==> config.mk <==
export PLATFORM = sky130hd
export DESIGN_NAME = controle_luz_advertencia
export DESIGN_NICKNAME = d
export VERILOG_FILES = /design/src/rtl/controle_luz_advertencia.sv
export SDC_FILE = /design/constraint.sdc
export NUM_CORES = 1
export LEC_CHECK = 0
export ABC_AREA = 1
export CAP_MARGIN = 5
export CORE_UTILIZATION = 55
export DETAILED_ROUTE_END_ITERATION = 16
export GPL_TIMING_DRIVEN = 0
export HOLD_SLACK_MARGIN = 0.05
export PLACE_DENSITY = 0.82
export SLEW_MARGIN = 20
export SYNTH_ARGS = -nofsm -noshare
export SYNTH_HDL_FRONTEND = slang
export SYNTH_SLANG_ARGS = --single-unit
==> constraint.sdc <==
create_clock -name clk -period 1.65 [get_ports clk]
set_input_delay 0.2475 -clock clk [delete_from_list [all_inputs] [get_ports clk]]
set_output_delay 0.2475 -clock clk [all_outputs]
set_load 0.02 [all_outputs]
==> src/rtl/controle_luz_advertencia.sv <==
// Seat-belt warning lamp/buzzer driver: synchronises and filters the alarm
// request, then runs chime -> blink -> steady lamp and counts accepted warnings.
//
// Ports:
//   clk              rising-edge clock
//   rst_n            asynchronous active-low reset
//   pedido           warning request (asynchronous to clk)
//   lampada          lamp drive (registered)
//   buzzer           buzzer drive (registered)
//   estado           0 OCIOSO, 1 AVISO_SONORO, 2 PISCANDO, 3 ESTAVEL
//   contador_avisos  accepted warning events, saturating
module controle_luz_advertencia #(
    parameter int CICLOS_POR_TICK = 10,
    parameter int FILTRO          = 3,
    parameter int T_BUZZER        = 4,
    parameter int T_PISCA         = 2,
    parameter int T_PISCAR_MAX    = 16,
    parameter int W_AVISOS        = 8
) (
    input  logic                clk,
    input  logic                rst_n,
    input  logic                pedido,
    output logic                lampada,
    output logic                buzzer,
    output logic [1:0]          estado,
    output logic [W_AVISOS-1:0] contador_avisos
);

    typedef enum logic [1:0] {
        OCIOSO       = 2'd0,
        AVISO_SONORO = 2'd1,
        PISCANDO     = 2'd2,
        ESTAVEL      = 2'd3
    } estado_t;

    localparam int T_MAIOR = (T_BUZZER > T_PISCAR_MAX) ? T_BUZZER : T_PISCAR_MAX;
    localparam int W_PRE   = $clog2(CICLOS_POR_TICK + 1);
    localparam int W_F     = $clog2(FILTRO + 1);
    localparam int W_T     = $clog2(T_MAIOR + 1);
    localparam int W_FASE  = $clog2(T_PISCA + 1);

    localparam logic [W_PRE-1:0]  PRE_MAX  = W_PRE'(CICLOS_POR_TICK - 1);
    localparam logic [W_F-1:0]    F_MAX    = W_F'(FILTRO - 1);
    localparam logic [W_T-1:0]    TB_MAX   = W_T'(T_BUZZER - 1);
    localparam logic [W_T-1:0]    TP_MAX   = W_T'(T_PISCAR_MAX - 1);
    localparam logic [W_FASE-1:0] FASE_MAX = W_FASE'(T_PISCA - 1);

    logic              sync1;
    logic              req_s;
    logic [W_F-1:0]    cnt_f;
    logic [W_PRE-1:0]  presc;
    logic [W_T-1:0]    cnt_tick;
    logic [W_FASE-1:0] cnt_fase;
    logic              fase;
    estado_t           st;

    estado_t nxt;
    logic    tick;
    logic    fase_nxt;
    logic    lamp_nxt;
    logic    muda;

    assign tick   = (presc == PRE_MAX);
    assign muda   = (nxt != st);
    assign estado = st;

    // Release acts on the value entering req_s, so the outputs go off two
    // edges after pedido falls; a release always beats a timer transition.
    always_comb begin
        nxt = st;
        unique case (st)
            OCIOSO: begin
                if (req_s && cnt_f == F_MAX)
                    nxt = AVISO_SONORO;
            end
            AVISO_SONORO: begin
                if (!sync1)
                    nxt = OCIOSO;
                else if (tick && cnt_tick == TB_MAX)
                    nxt = PISCANDO;
            end
            PISCANDO: begin
                if (!sync1)
                    nxt = OCIOSO;
                else if (tick && cnt_tick == TP_MAX)
                    nxt = ESTAVEL;
            end
            ESTAVEL: begin
                if (!sync1)
                    nxt = OCIOSO;
            end
            default: nxt = OCIOSO;
        endcase
    end

    // Lamp phase starts lit on entry to PISCANDO and flips every T_PISCA ticks.
    always_comb begin
        fase_nxt = 1'b0;
        if (nxt == PISCANDO) begin
            if (st != PISCANDO)
                fase_nxt = 1'b1;
            else if (tick && cnt_fase == FASE_MAX)
                fase_nxt = ~fase;
            else
                fase_nxt = fase;
        end
    end

    always_comb begin
        lamp_nxt = 1'b0;
        unique case (nxt)
            OCIOSO:       lamp_nxt = 1'b0;
            AVISO_SONORO: lamp_nxt = 1'b1;
            PISCANDO:     lamp_nxt = fase_nxt;
            ESTAVEL:      lamp_nxt = 1'b1;
            default:      lamp_nxt = 1'b0;
        endcase
    end

    always_ff @(posedge clk or negedge rst_n) begin
        if (!rst_n) begin
            sync1           <= 1'b0;
            req_s           <= 1'b0;
            cnt_f           <= '0;
            presc           <= '0;
            cnt_tick        <= '0;
            cnt_fase        <= '0;
            fase            <= 1'b0;
            st              <= OCIOSO;
            lampada         <= 1'b0;
            buzzer          <= 1'b0;
            contador_avisos <= '0;
        end else begin
            sync1 <= pedido;
            req_s <= sync1;

            // Saturates at FILTRO-1 so a long request cannot wrap and re-fire.
            if (!req_s)
                cnt_f <= '0;
            else if (cnt_f != F_MAX)
                cnt_f <= cnt_f + W_F'(1);

            if (st == OCIOSO || nxt == OCIOSO || tick)
                presc <= '0;
            else
                presc <= presc + W_PRE'(1);

            if (muda)
                cnt_tick <= '0;
            else if (st != OCIOSO && tick)
                cnt_tick <= cnt_tick + W_T'(1);

            if (muda)
                cnt_fase <= '0;
            else if (st == PISCANDO && tick)
                cnt_fase <= (cnt_fase == FASE_MAX) ? '0 : cnt_fase + W_FASE'(1);

            if (st == OCIOSO && nxt == AVISO_SONORO && contador_avisos != '1)
                contador_avisos <= contador_avisos + W_AVISOS'(1);

            st      <= nxt;
            fase    <= fase_nxt;
            lampada <= lamp_nxt;
            buzzer  <= (nxt == AVISO_SONORO);
        end
    end

endmodule

# Word-level counts from Yosys, hierarchy flattened
# Index checks and enable logic that the tools add are counted.
# totals
reg_bits,28
latchBits,0
mem_bits_rw,0
mem_bits_ro,0
inputBits,3
out_inout_bits,12
wordCells,68
n_memories,0
# op_classes
addsub,5
n_mul,0
n_div,0
order_cmp,0
eq_ne,16
shifts,0
muxes,19
bitwise,1
n_reduce_logical,16
# ops
op,n
$mux W2,11
$eq A2 B2 Y1 const B,5
$mux W5,2
$add A8 B1 Y8 const B,1
$logic_and A1 B1 Y1,8
$ne A8 B8 Y1 const B,1
$pmux W2 S4,1
$eq A2 B1 Y1 const B,3
$reduce_bool A2 Y1,3
$add A5 B1 Y5 const B,1
$eq A5 B2 Y1 const B,1
$eq A5 B4 Y1 const B,1
$add A2 B1 Y2 const B,2
$add A4 B1 Y4 const B,1
$eq A4 B4 Y1 const B,1
$logic_not A2 Y1,2
$mux W4,1
$ne A2 B2 Y1 const B,2
$mux W1,3
$pmux W1 S3,1
$logic_or A1 B1 Y1,2
$ne A2 B1 Y1 const B,1
$ne A2 B2 Y1,1
$reduce_or A2 Y1,1
$not A1 Y1,1

# Depth between registers and ports, before layout
# logic_depth
word_depth,9
mapped_depth,11
depth_no_buf,11

# Least setup slack after synthesis
# Ideal clock, no wire load.
# synth_path
path_type,reg-to-reg
start,register contador_avisos[0]
end,register contador_avisos[7]
setup_ps,123
t_arrival_ps,1382
required_time_ps,1527
slack_ps,145
stages_incl_launch_ff,8
n_path_buf,0
period_less_slack_ps,1505
cell_sequence,dfrtp_1 -> ha_1 -> nand3_1 -> nor3_1 -> nor2_2 -> inv_2 -> o21ai_0 -> nand2_1
# synth_via
elab_chain_len,2
word_cells_on_any_way,3
classes_between,add/sub (1); eq/ne (1); reduce/logical (1)
# synth_rtl
element,line_no,text
"start, declared",26,output logic [W_AVISOS-1:0] contador_avisos
"start signal, assigned",159,contador_avisos <= contador_avisos + W_AVISOS'(1);
branches (longest 2 deep; another with $add A8 B1 Y8),--,
# Parallel ways; which one is timed is not known.
# A chain may end at the register's enable or synchronous reset.

# Worst setup path in the final report
# layout_path
start,register presc[1]
end,register presc[3]
# layout_via
elab_chain_len,9
word_cells_on_any_way,13
classes_between,add/sub (1); eq/ne (1); mux (6); reduce/logical (5)
# layout_rtl
element,line_no,text
"start, declared",51,logic [W_PRE-1:0] presc;
"start signal, assigned",146,presc <= presc + W_PRE'(1);
$eq A4 B4 Y1 *,63,assign tick = (presc == PRE_MAX);
$logic_and A1 B1 Y1 (on tied branches),"85, 79",
$mux W2 (on tied branches),"85, 79",
$mux W2 (on tied branches),"83, 77",
$pmux W2 S4 *,71,unique case (st)
via nxt[0],57,estado_t nxt;
$logic_not A2 Y1 *,143,if (st == OCIOSO || nxt == OCIOSO || tick)
$logic_or A1 B1 Y1 * (2 in a row),143,
$mux W4 *,143,
# The timed path passes the listed nets; every way through them passes the cells marked *.

==> flow_summary.yaml <==
placed_design:
  hpwl_um: 1740
  place_inst: 197
  io_buffers: 14
  finalWeightedCongestion: 0.768
  placed_cell_area_um2: 1570
hold_path:
  worstHoldPathType: "input port to flip-flop"
clock_network:
  cts_buffer_depth: 2
  clk_pin_slew_ns: 0.13
  h-tree-depth: 1
  cts_tree: "yes"
  cts_made_buffers: 3
  root_buffer: "clkbuf_4"
  clkLatencyLatePin_ns: 0.34
  clkSinkCount: 28
run:
  max_cap_viol_count: 0
critical_path:
  criticalPathCategory: "flip-flop to flip-flop"
  cp.arrival_ns: 1.84
  slowest_stage: "dfrtp_1"
  setup.worst_path.end_class: "flip-flop"
  critical_path_required_ns: 1.88
  start_kind: "flip-flop"
  max_stage_delay_ns: 0.41
  path_cells: "inv_1 -> ha_2 -> nand2_2 -> nor2_4 -> nand3_4 -> nand2_4 -> nand3_4 -> o21ai_4 -> nor2_1"
  crit_top_cell: "nand3_4"
  critPathMaxFanout: 5
timing:
  timing.slew.headroom: 0.602
  timing.fmax_mhz: 619
  min_period_ns: 1.62
  worst_pin_slew_ns: 0.597
  hold_viol: 0
  post-route-period-util: 0.979
  slew_violations: 0
  finClkSkew_ns: 0.0157
  fin_setup_tns_ns: 0
  rsz0062_at_grt: "yes"
  setup_violations: 0
route:
  drtAntennaViolNets: 0
  wl_um: 2580
  avgRoutedWirePerCell_um: 12.3
  dr.pass1.iters: 4
  drcViolationCount: 0
  num_vias: 1060
  drtIter0Drc: 16
  via_per_inst: 5.05
power:
  ir_worst_vdd_mv: 0.993
  p_per_area_nw_per_um2: 1120
  cellLeakagePower_nw: 0.918
  total_power_mw: 1.96
cells_and_area:
  fillers: 159
  stdcell_count: 210
  drive_gt1_frac: 0.220
  stdcell_area_um2: 1760
  layout.area.seq_um2: 701
  n_antenna_cell: 0
  mostFrequentLayoutCells: "28 x nand2_1, 28 x dfrtp_1, 23 x nor2_1"
  fin_nets: 192
  multi_input_area_um2: 669
  fin_util: 0.764
  syn_to_final_growth_pct: 25.6
logic_synthesis:
  synth.area.top_cells: "dfrtp_1 50%, nand2_1 7.8%, nor2_1 7.0%"
  syn-instance-count: 155
  syn_area_um2: 1400
  syn_avg_cell_area_um2: 9.02
  synth_top_area_cell: "dfrtp_1"
  yosysWarnings: 0
  yosysUniqueCellTypes: 25
  synth-seq-cells: 28
  synth_nets: 164
  synth-seq-area-share: 0.501
  synth_top_area_frac: 0.501
grt:
  grt_pass1_vias: 1026
  grt-ovfl-total: 0
  grt.total_usage: 0.217
  grt_pass1_wl_um: 4200
  grt_max_degree: 29
  antenna_found_initial: 0
die:
  pin_count: 15
  initial_utilization: 0.608
  die_h_um: 52.4
  die_w_um: 52.4
  dieArea_um2: 2750
  rows: 17
  core-area_um2: 2300
run_status:
  status: "complete, no violations"
[per-stage QoR]
stage | hold WS (ns) | setup slack (ns)
2_1_floorplan | -0.0481 | 0.145
3_3_place_gp | 0.420 | -0.0424
3_5_place_dp | 0.297 | 0.00721
4_1_cts | 0.333 | 0.00166
5_1_grt | 0.346 | -0.0392
6_report | 0.343 | 0.0342
[registers in the layout (all words and copies together) (netlist names)]
register,cells
buzzer,1
cnt_fase,2
estado,2
presc,4
lampada,1
req_s,1
cnt_f,2
fase,1
contador_avisos,8
cnt_tick,5
sync1,1
[critical path, delay by kind of cell, from the launching register on]
family                     cells  cell delay (ns)
adders and majority gates      1             0.18
DFF                            1             0.41
buffers and inverters          1             0.07
AOI/OAI and AO/OA              1             0.19
and+or+nand+nor                6             0.68
[area by class of cell]
type / count / share of cell area
repair buffers: 23 / 0.123
multi-input cells: 105 / 0.381
inverters: 22 / 0.0470
flip-flops and latches: 28 / 0.399
well taps: 28 / 0.0200
clock buffers: 3 / 0.0128
clock inverters: 1 / 0.0171
[final timing paths]
| kind | depth (start not counted) | endpoint | slack [ns] | start |
|---|---|---|---|---|
| max reg2reg | 9 | presc[3] | 0.03 | presc[1] |
| min reg2reg | 0 | req_s | 0.46 | sync1 |
| max in group asynchronous | 2 | estado[1] | 0.82 | rst_n |
| min in group asynchronous | 2 | cnt_tick[4] | 0.43 | rst_n |
| min | 1 | sync1 | 0.34 | pedido |
| max | 9 | presc[3] | 0.03 | presc[1] |
[layer usage]
metal / vias to the layer above / global-route usage / share of wire
met5: - / 0 / 0
met4: 0 / 0.118 / 0.019
met3: 5 / 0.0377 / 0.013
met2: 9 / 0.367 / 0.52
met1: 502 / 0.260 / 0.44
li1: 544 / - / -
[power by group]
part	internal [mW]	switching [mW]
registers	0.782	0.0928
clock network	0.246	0.200
logic	0.262	0.377
total	1.29	0.670
[synthesized netlist by cell type]
cell type / instances
dfrtp_1: 28
nor3_1: 3
nand2_2: 4
nor2_4: 2
nand3_4: 1
o21ai_1: 1
nor2_2: 1
nand3_2: 2
o21ai_0: 3
clkinv_1: 1
nand3_1: 8
xnor2_1: 6
a21oi_1: 2
o21ai_2: 2
nand4_1: 1
or2_1: 1
o211a_1: 1
inv_2: 4
nand4_4: 1
inv_1: 17
nand2_1: 29
ha_1: 6
nor2_1: 26
xor2_1: 4
nand3b_1: 1
[what timing repair did]
action	CTS	global route
endpoints found under the setup margin	10	22
gates cloned	0	0
setup buffers	1	7
pin swaps	0	8
hold buffers	1	0
hold endpoints to repair	28	0
resized for setup	5	20
[cells by family (layout without fill, tap and decap cells)]
| kind of cell | Yosys count | in the layout | share of synthesized area |
|---|---|---|---|
| AO/OA/AOI/OAI | 9 | 9 | 0.0412 |
| XOR/XNOR | 10 | 10 | 0.0627 |
| flip-flops | 28 | 28 | 0.501 |
| buffers and inverters | 22 | 49 | 0.0591 |
| adder cells (fa/ha/maj) | 6 | 6 | 0.0537 |
| AND/OR/NAND/NOR | 80 | 80 | 0.282 |
(Power assumes the default switching activity.)
